==> src/rtl/rgmii_rx_fifo_sched_if.sv <==
// RGMII receive FIFO read bus plus framed byte stream towards the MAC.
// Ports: fifo_empty/fifo_prog_empty/fifo_dout in, fifo_rd_en out; out_* stream.
interface rgmii_rx_fifo_sched_if;
    logic       fifo_empty;
    logic       fifo_prog_empty;
    logic [8:0] fifo_dout;
    logic       fifo_rd_en;
    logic [7:0] out_data;
    logic       out_valid;
    logic       out_sof;
    logic       out_eof;
    logic       out_err;

    modport master (
        input  fifo_empty, fifo_prog_empty, fifo_dout,
        output fifo_rd_en, out_data, out_valid, out_sof, out_eof, out_err
    );

    modport slave (
        output fifo_empty, fifo_prog_empty, fifo_dout,
        input  fifo_rd_en, out_data, out_valid, out_sof, out_eof, out_err
    );
endinterface

==> src/rtl/rgmii_rx_fifo_sched.sv <==
// Read-side scheduler for the RGMII RX CDC FIFO: fill hold, contiguous drain,
// framed byte stream with sof/eof/err, inter-frame gap and frame statistics.
// Ports: clk125MHz, rst_n (async, active low), link_up, bus (FIFO read side
// and out_* stream, master modport), frame_count, err_count.
// Optional: define RX_PREAMBLE_STRIP_EN to drop preamble and SFD bytes.
module rgmii_rx_fifo_sched #(
    parameter int GAP_CYCLES = 12,
    parameter int MAX_FRAME  = 1530,
    parameter int CNT_W      = 16
) (
    input  logic                     clk125MHz,
    input  logic                     rst_n,
    input  logic                     link_up,
    rgmii_rx_fifo_sched_if.master    bus,
    output logic [CNT_W-1:0]         frame_count,
    output logic [CNT_W-1:0]         err_count
);
    localparam int BC_W = $clog2(MAX_FRAME + 1);
    localparam int GC_W = $clog2(GAP_CYCLES + 1);
    localparam logic [BC_W-1:0] BC_LAST = BC_W'(MAX_FRAME - 1);
    localparam logic [GC_W-1:0] GC_LAST = GC_W'(GAP_CYCLES - 1);

    typedef enum logic [2:0] {
        S_IDLE, S_FILL, S_STREAM, S_DISCARD, S_GAP
    } state_e;

    state_e            state_q, state_d;
    logic [7:0]        hreg_q, hreg_d;
    logic              hvld_q, hvld_d;
    logic              first_q, first_d;
    logic [BC_W-1:0]   bcnt_q, bcnt_d;
    logic [GC_W-1:0]   gcnt_q, gcnt_d;
    logic [7:0]        out_data_q, out_data_d;
    logic              out_valid_q, out_valid_d;
    logic              out_sof_q, out_sof_d;
    logic              out_eof_q, out_eof_d;
    logic              out_err_q, out_err_d;
    logic [CNT_W-1:0]  frm_q, frm_d;
    logic [CNT_W-1:0]  err_q, err_d;
    logic              frm_inc, err_inc;
    logic              rd_en;
    logic              en;
    logic [7:0]        din;
`ifdef RX_PREAMBLE_STRIP_EN
    logic              pre_q, pre_d;
    logic [2:0]        pcnt_q, pcnt_d;
`endif

    assign en  = bus.fifo_dout[8];
    assign din = bus.fifo_dout[7:0];

    always_comb begin
        state_d     = state_q;
        hreg_d      = hreg_q;
        hvld_d      = hvld_q;
        first_d     = first_q;
        bcnt_d      = bcnt_q;
        gcnt_d      = gcnt_q;
        out_data_d  = out_data_q;
        out_valid_d = 1'b0;
        out_sof_d   = 1'b0;
        out_eof_d   = 1'b0;
        out_err_d   = 1'b0;
        frm_inc     = 1'b0;
        err_inc     = 1'b0;
        rd_en       = 1'b0;
`ifdef RX_PREAMBLE_STRIP_EN
        pre_d       = pre_q;
        pcnt_d      = pcnt_q;
`endif
        unique case (state_q)
            S_IDLE: begin
                if (!link_up) begin
                    rd_en = !bus.fifo_empty;
                end else if (!bus.fifo_empty) begin
                    if (!en) rd_en = 1'b1;
                    else     state_d = S_FILL;
                end
            end
            S_FILL: begin
                if (!link_up) begin
                    state_d = S_IDLE;
                end else if (!bus.fifo_prog_empty) begin
                    state_d = S_STREAM;
                    hvld_d  = 1'b0;
`ifdef RX_PREAMBLE_STRIP_EN
                    pre_d   = 1'b1;
                    pcnt_d  = 3'd0;
`endif
                end
            end
            S_STREAM: begin
                if (!link_up || (bus.fifo_empty && hvld_q)) begin
                    // Underflow or link loss: close the frame on the held byte.
                    if (hvld_q) begin
                        out_valid_d = 1'b1;
                        out_data_d  = hreg_q;
                        out_sof_d   = first_q;
                        out_eof_d   = 1'b1;
                        out_err_d   = 1'b1;
                        err_inc     = 1'b1;
                    end
                    hvld_d  = 1'b0;
                    state_d = S_DISCARD;
                end else if (!bus.fifo_empty) begin
                    rd_en = 1'b1;
`ifdef RX_PREAMBLE_STRIP_EN
                    if (pre_q) begin
                        if (!en) begin
                            err_inc = 1'b1;
                            state_d = S_GAP;
                        end else if (din == 8'hD5) begin
                            pre_d = 1'b0;
                        end else if (din == 8'h55 && pcnt_q != 3'd7) begin
                            pcnt_d = pcnt_q + 3'd1;
                        end else begin
                            err_inc = 1'b1;
                            state_d = S_DISCARD;
                        end
                    end else
`endif
                    if (!en) begin
                        if (hvld_q) begin
                            out_valid_d = 1'b1;
                            out_data_d  = hreg_q;
                            out_sof_d   = first_q;
                            out_eof_d   = 1'b1;
                            frm_inc     = 1'b1;
                        end
                        hvld_d  = 1'b0;
                        state_d = S_GAP;
                    end else if (!hvld_q) begin
                        hreg_d  = din;
                        hvld_d  = 1'b1;
                        first_d = 1'b1;
                        bcnt_d  = '0;
                    end else begin
                        out_valid_d = 1'b1;
                        out_data_d  = hreg_q;
                        out_sof_d   = first_q;
                        first_d     = 1'b0;
                        hreg_d      = din;
                        bcnt_d      = bcnt_q + 1'b1;
                        // Another byte follows the limit byte: truncate.
                        if (bcnt_q == BC_LAST) begin
                            out_eof_d = 1'b1;
                            out_err_d = 1'b1;
                            err_inc   = 1'b1;
                            hvld_d    = 1'b0;
                            state_d   = S_DISCARD;
                        end
                    end
                end
            end
            S_DISCARD: begin
                rd_en = !bus.fifo_empty;
                if (!bus.fifo_empty && !en) state_d = S_GAP;
            end
            S_GAP: begin
                // A waiting en=1 word stays in the FIFO for IDLE.
                rd_en  = !bus.fifo_empty && !en;
                gcnt_d = gcnt_q + 1'b1;
                if (gcnt_q == GC_LAST) begin
                    gcnt_d  = '0;
                    state_d = S_IDLE;
                end
            end
            default: state_d = S_IDLE;
        endcase

        frm_d = frm_q;
        err_d = err_q;
        if (frm_inc && frm_q != {CNT_W{1'b1}}) frm_d = frm_q + 1'b1;
        if (err_inc && err_q != {CNT_W{1'b1}}) err_d = err_q + 1'b1;
    end

    always_ff @(posedge clk125MHz or negedge rst_n) begin
        if (!rst_n) begin
            state_q     <= S_IDLE;
            hreg_q      <= '0;
            hvld_q      <= 1'b0;
            first_q     <= 1'b0;
            bcnt_q      <= '0;
            gcnt_q      <= '0;
            out_data_q  <= '0;
            out_valid_q <= 1'b0;
            out_sof_q   <= 1'b0;
            out_eof_q   <= 1'b0;
            out_err_q   <= 1'b0;
            frm_q       <= '0;
            err_q       <= '0;
`ifdef RX_PREAMBLE_STRIP_EN
            pre_q       <= 1'b0;
            pcnt_q      <= '0;
`endif
        end else begin
            state_q     <= state_d;
            hreg_q      <= hreg_d;
            hvld_q      <= hvld_d;
            first_q     <= first_d;
            bcnt_q      <= bcnt_d;
            gcnt_q      <= gcnt_d;
            out_data_q  <= out_data_d;
            out_valid_q <= out_valid_d;
            out_sof_q   <= out_sof_d;
            out_eof_q   <= out_eof_d;
            out_err_q   <= out_err_d;
            frm_q       <= frm_d;
            err_q       <= err_d;
`ifdef RX_PREAMBLE_STRIP_EN
            pre_q       <= pre_d;
            pcnt_q      <= pcnt_d;
`endif
        end
    end

    assign bus.fifo_rd_en = rd_en;
    assign bus.out_data   = out_data_q;
    assign bus.out_valid  = out_valid_q;
    assign bus.out_sof    = out_sof_q;
    assign bus.out_eof    = out_eof_q;
    assign bus.out_err    = out_err_q;
    assign frame_count    = frm_q;
    assign err_count      = err_q;
endmodule

==> src/flat_wrapper.sv <==
// flat-port wrapper written by rule: the top's interface ports become plain ports
module rgmii_rx_fifo_sched_flat 
#(
    parameter int GAP_CYCLES = 12,
    parameter int MAX_FRAME  = 1530,
    parameter int CNT_W      = 16
)
  (clk125MHz, rst_n, link_up, frame_count, err_count, bus_fifo_empty, bus_fifo_prog_empty, bus_fifo_dout, bus_fifo_rd_en, bus_out_data, bus_out_valid, bus_out_sof, bus_out_eof, bus_out_err);
  rgmii_rx_fifo_sched_if bus_i ();
  input  logic clk125MHz;
  input  logic rst_n;
  input  logic link_up;
  output logic [CNT_W-1:0] frame_count;
  output logic [CNT_W-1:0] err_count;
  input wire logic [$bits(bus_i.fifo_empty)-1:0] bus_fifo_empty;
  input wire logic [$bits(bus_i.fifo_prog_empty)-1:0] bus_fifo_prog_empty;
  input wire logic [$bits(bus_i.fifo_dout)-1:0] bus_fifo_dout;
  output wire logic [$bits(bus_i.fifo_rd_en)-1:0] bus_fifo_rd_en;
  output wire logic [$bits(bus_i.out_data)-1:0] bus_out_data;
  output wire logic [$bits(bus_i.out_valid)-1:0] bus_out_valid;
  output wire logic [$bits(bus_i.out_sof)-1:0] bus_out_sof;
  output wire logic [$bits(bus_i.out_eof)-1:0] bus_out_eof;
  output wire logic [$bits(bus_i.out_err)-1:0] bus_out_err;
  assign bus_i.fifo_empty = bus_fifo_empty;
  assign bus_i.fifo_prog_empty = bus_fifo_prog_empty;
  assign bus_i.fifo_dout = bus_fifo_dout;
  assign bus_fifo_rd_en = bus_i.fifo_rd_en;
  assign bus_out_data = bus_i.out_data;
  assign bus_out_valid = bus_i.out_valid;
  assign bus_out_sof = bus_i.out_sof;
  assign bus_out_eof = bus_i.out_eof;
  assign bus_out_err = bus_i.out_err;
  rgmii_rx_fifo_sched #(.GAP_CYCLES(GAP_CYCLES), .MAX_FRAME(MAX_FRAME), .CNT_W(CNT_W)) u_core (.clk125MHz(clk125MHz), .rst_n(rst_n), .link_up(link_up), .bus(bus_i), .frame_count(frame_count), .err_count(err_count));
endmodule
==> config.mk <==
export PLATFORM = sky130hd
export DESIGN_NAME = rgmii_rx_fifo_sched_flat
export DESIGN_NICKNAME = d
export VERILOG_FILES = /design/src/rtl/rgmii_rx_fifo_sched_if.sv /design/src/rtl/rgmii_rx_fifo_sched.sv /design/src/flat_wrapper.sv
export SDC_FILE = /design/constraint.sdc
export NUM_CORES = 1
export LEC_CHECK = 0
export CORE_UTILIZATION = 27
export DETAILED_ROUTE_END_ITERATION = 10
export SLEW_MARGIN = 30
export SYNTH_ARGS = -nofsm -noshare
export SYNTH_HDL_FRONTEND = slang
export SYNTH_SLANG_ARGS = --single-unit
export TNS_END_PERCENT = 100
==> constraint.sdc <==
create_clock -name clk125MHz -period 4.7 [get_ports clk125MHz]
set_input_delay 0.94 -clock clk125MHz [delete_from_list [all_inputs] [get_ports clk125MHz]]
set_output_delay 0.94 -clock clk125MHz [all_outputs]
set_load 0.05 [all_outputs]
==> impl_metrics.tcl <==
set metrics [dict create \
    ir_worst_vdd_uv 235 \
    place.gp.congestion 0.760 \
    maxSlewHeadroom_pct 41.2 \
    path_clk_slew_ns 0.06 \
    clkSinkCount 72 \
    power_frac_clock_pct 33.0 \
    firstDrtPassIters 4 \
    io_buffers 58 \
    core_um2 12700 \
    dieWidth_um 117 \
    synthTopCellsByArea "dfrtp_1 51%, nand2_1 6.2%, xor2_1 5.7%, mux2_2 4.8%, xnor2_1 2.5%" \
    async_reset_ff_share_pct 100 \
    grt_max_degree 51 \
    cpPeakStageDelay_ns 0.84 \
    top_level_ports 59 \
    worst_pin_slew_ns 0.882 \
    routedWlPerCell_um 13.3 \
    cp.required_ns 3.76 \
    p_comb_share_pct 26.4 \
    placed_cells 556 \
    routed.top_layer "met4" \
    end_kind "output port" \
    total_leakage_power_nw 2.06 \
    die-area_um2 13600 \
    max_freq_ghz 0.257 \
    grt_pass1_wl_um 12600 \
    antenna_found_initial 0 \
    clkLatencyLatePin_ns 0.33 \
    fin_util_pct 36.0 \
    post_cts.repair.setup_buffers 0 \
    fin_nets 414 \
    syn_nets 354 \
    vias 2651 \
    postRouteAntennaNets 0 \
    layout-drive-gt1-share_pct 11.0 \
    pre_cts_slack_ns 0.817 \
    period_needed_ns 3.89 \
    wl_met2_um 3390 \
    post-route-period-util_pct 82.9 \
    antennaDiodeCount 0 \
    routed_wl_um 7590 \
    cts_buffers 9 \
    ys_ff_latch 72 \
    power_switching_share_pct 33.9 \
    ys.flop_type "dfrtp_1" \
    grt_use_total_pct 12.0 \
    fin_cells 571 \
    grt_pass1_vias 2576 \
    dp_hpwl_um 5300 \
    htreeDepth 3 \
    path_cells "clkdlybuf4s50_1 > nor2_1 > xnor2_1 > o32a_1 > nor2_1 > clkdlybuf4s50_1" \
    root_buffer "clkbuf_16" \
    slowest_stage "clkdlybuf4s50_1" \
    final_area_um2 4590 \
    synth_edf_count 0 \
    synthCells 335 \
    drc_errors 0 \
    vias_per_cell 4.64 \
    synth.distinct_cells 51 \
    dpl_cell_area_um2 4290 \
    start_util_pct 27.9 \
    synth.avg_cell_area_um2 10.6 \
    slew_viol_final 0 \
    syn_to_final_growth_pct 29.2 \
    p_seq_share_pct 40.6 \
    synth_top_area_share_pct 50.8 \
    postCtsHoldBufs 0 \
    maxCapViolCount 0 \
    post_cts_resized 0 \
    fin_setup_tns_ns 0 \
    fin_ws_ns 0.806 \
    path_max_fanout 9 \
    num_rows 41 \
    finalHoldViolCount 0 \
    setup_viol_count_final 0 \
    dieHeight_um 117 \
    drtIter0Drc 97 \
    crit_arrival_ns 2.95 \
    ys_warn_count 0 \
    wl_met3_um 393 \
    rsz0062_at_grt "false" \
    hold_class "reg2reg" \
    status "completed" \
    synthesis.area_um2 3550 \
    synth_top_area_cell "dfrtp_1" \
    critPathLaunchType "input pin" \
    fin_skew_ns 0.00703 \
    grt_overflow 0 \
    yosysMostFrequentCell "dfrtp_1" \
    cts_tree "built" \
    p_switching_w 0.000703 \
    clockBufferDepth 2 \
    internal_power_w 0.00137 \
    wl_met1_um 3690 \
    critPathKind "in2out" \
    synth_commonest_cells "72 x dfrtp_1, 59 x nand2_1, 23 x xor2_1" \
    powerDensity_nw_per_um2 452 \
    seq_area_frac_synth_pct 50.8 \
]
[area by class of cell]
| cell class | instances | area (um2) |
|---|---|---|
| clock inverters | 4 | 55.1 |
| flip-flops and latches | 72 | 1800 |
| inverters | 8 | 30.0 |
| clock buffers | 11 | 243 |
| repair buffers | 59 | 586 |
| well taps | 172 | 215 |
| multi-input cells | 245 | 1660 |
| fillers | 1303 | 8140 |
[placed cells by master (no fill, tap or decap), drive strengths merged, types with 3 or more instances in the layout]
| cell | instances |
|---|---|
| clkdlybuf4s50 | 57 |
| nor2 | 20 |
| nand2b | 3 |
| xnor2 | 10 |
| dfrtp | 72 |
| nor3b | 4 |
| nand3 | 13 |
| or3 | 3 |
| nor3 | 12 |
| mux2 | 15 |
| ha | 5 |
| and3 | 6 |
| nor4 | 9 |
| inv | 8 |
| nand4 | 9 |
| nand2 | 61 |
| o21ai | 11 |
| and2 | 4 |
| a21oi | 5 |
| xor2 | 23 |
| and4 | 3 |
| clkbuf | 11 |
| a21o | 3 |
| a22o | 3 |
[cells by family (layout without fill, tap and decap cells)]
kind of cell	count (synthesis)	in the layout	synth area share, %
simple gates	158	158	25.2
flops	72	72	50.8
fa+ha+maj	5	5	1.76
compound gates	32	32	6.24
buf+inv	18	82	2.61
xor+xnor	33	33	8.14
mux	17	17	5.32
[critical path, delay by kind of cell]
kind                   cells  cell delay, ns
AO/OA/AOI/OAI              1            0.18
XOR/XNOR                   1            0.14
buffers and inverters      2            1.50
AND/OR/NAND/NOR            2            0.20
[path summary, 6_finish.rpt]
check,startpoint,to,slack (ns),depth (start not counted)
setup / recovery,link_up,bus_fifo_rd_en,0.81,6
hold / removal,u_core.hreg_q[5],u_core.hreg_q[5],0.47,2
setup reg to reg,u_core.hvld_q,u_core.err_count[14],2.36,5
hold reg to reg,u_core.hreg_q[5],u_core.hreg_q[5],0.47,2
max in group asynchronous,rst_n,u_core.frame_count[12],3.29,2
min in group asynchronous,rst_n,u_core.hreg_q[5],0.63,1
[registers in the layout (all words and copies together), names as in the netlist]
| signal | count |
|---|---|
| u_core.bcnt_q | 11 |
| u_core.bus.out_data | 8 |
| u_core.bus.out_eof | 1 |
| u_core.bus.out_err | 1 |
| u_core.bus.out_sof | 1 |
| u_core.bus.out_valid | 1 |
| u_core.err_count | 16 |
| u_core.first_q | 1 |
| u_core.frame_count | 16 |
| u_core.gcnt_q | 4 |
| u_core.hreg_q | 8 |
| u_core.hvld_q | 1 |
| u_core.state_q | 3 |
[routing by layer]
metal	up-vias	GRT usage, %
met1	1290	15.9
met4	0	5.06
met3	10	3.27
met2	59	18.4
met5	-	0
li1	1292	-
[metrics by stage]
step	total power, W	hold slack (ns)
after CTS	0.00210	0.476
after global placement	0.00139	0.454
after floorplan	0.00124	0.440
after detailed placement	0.00141	0.461
after global routing	0.00219	0.507
final	0.00207	0.472
[power groups by stage]
stage	Clock (W)	Sequential [W]	Combinational (W)
2_1_floorplan	0	0.000939	0.000296
3_3_place_gp	0	0.000847	0.000546
3_5_place_dp	0	0.000852	0.000554
4_1_cts	0.000703	0.000841	0.000555
5_1_grt	0.000731	0.000856	0.000601
6_report	0.000684	0.000841	0.000547
(Power assumes the default switching activity.)
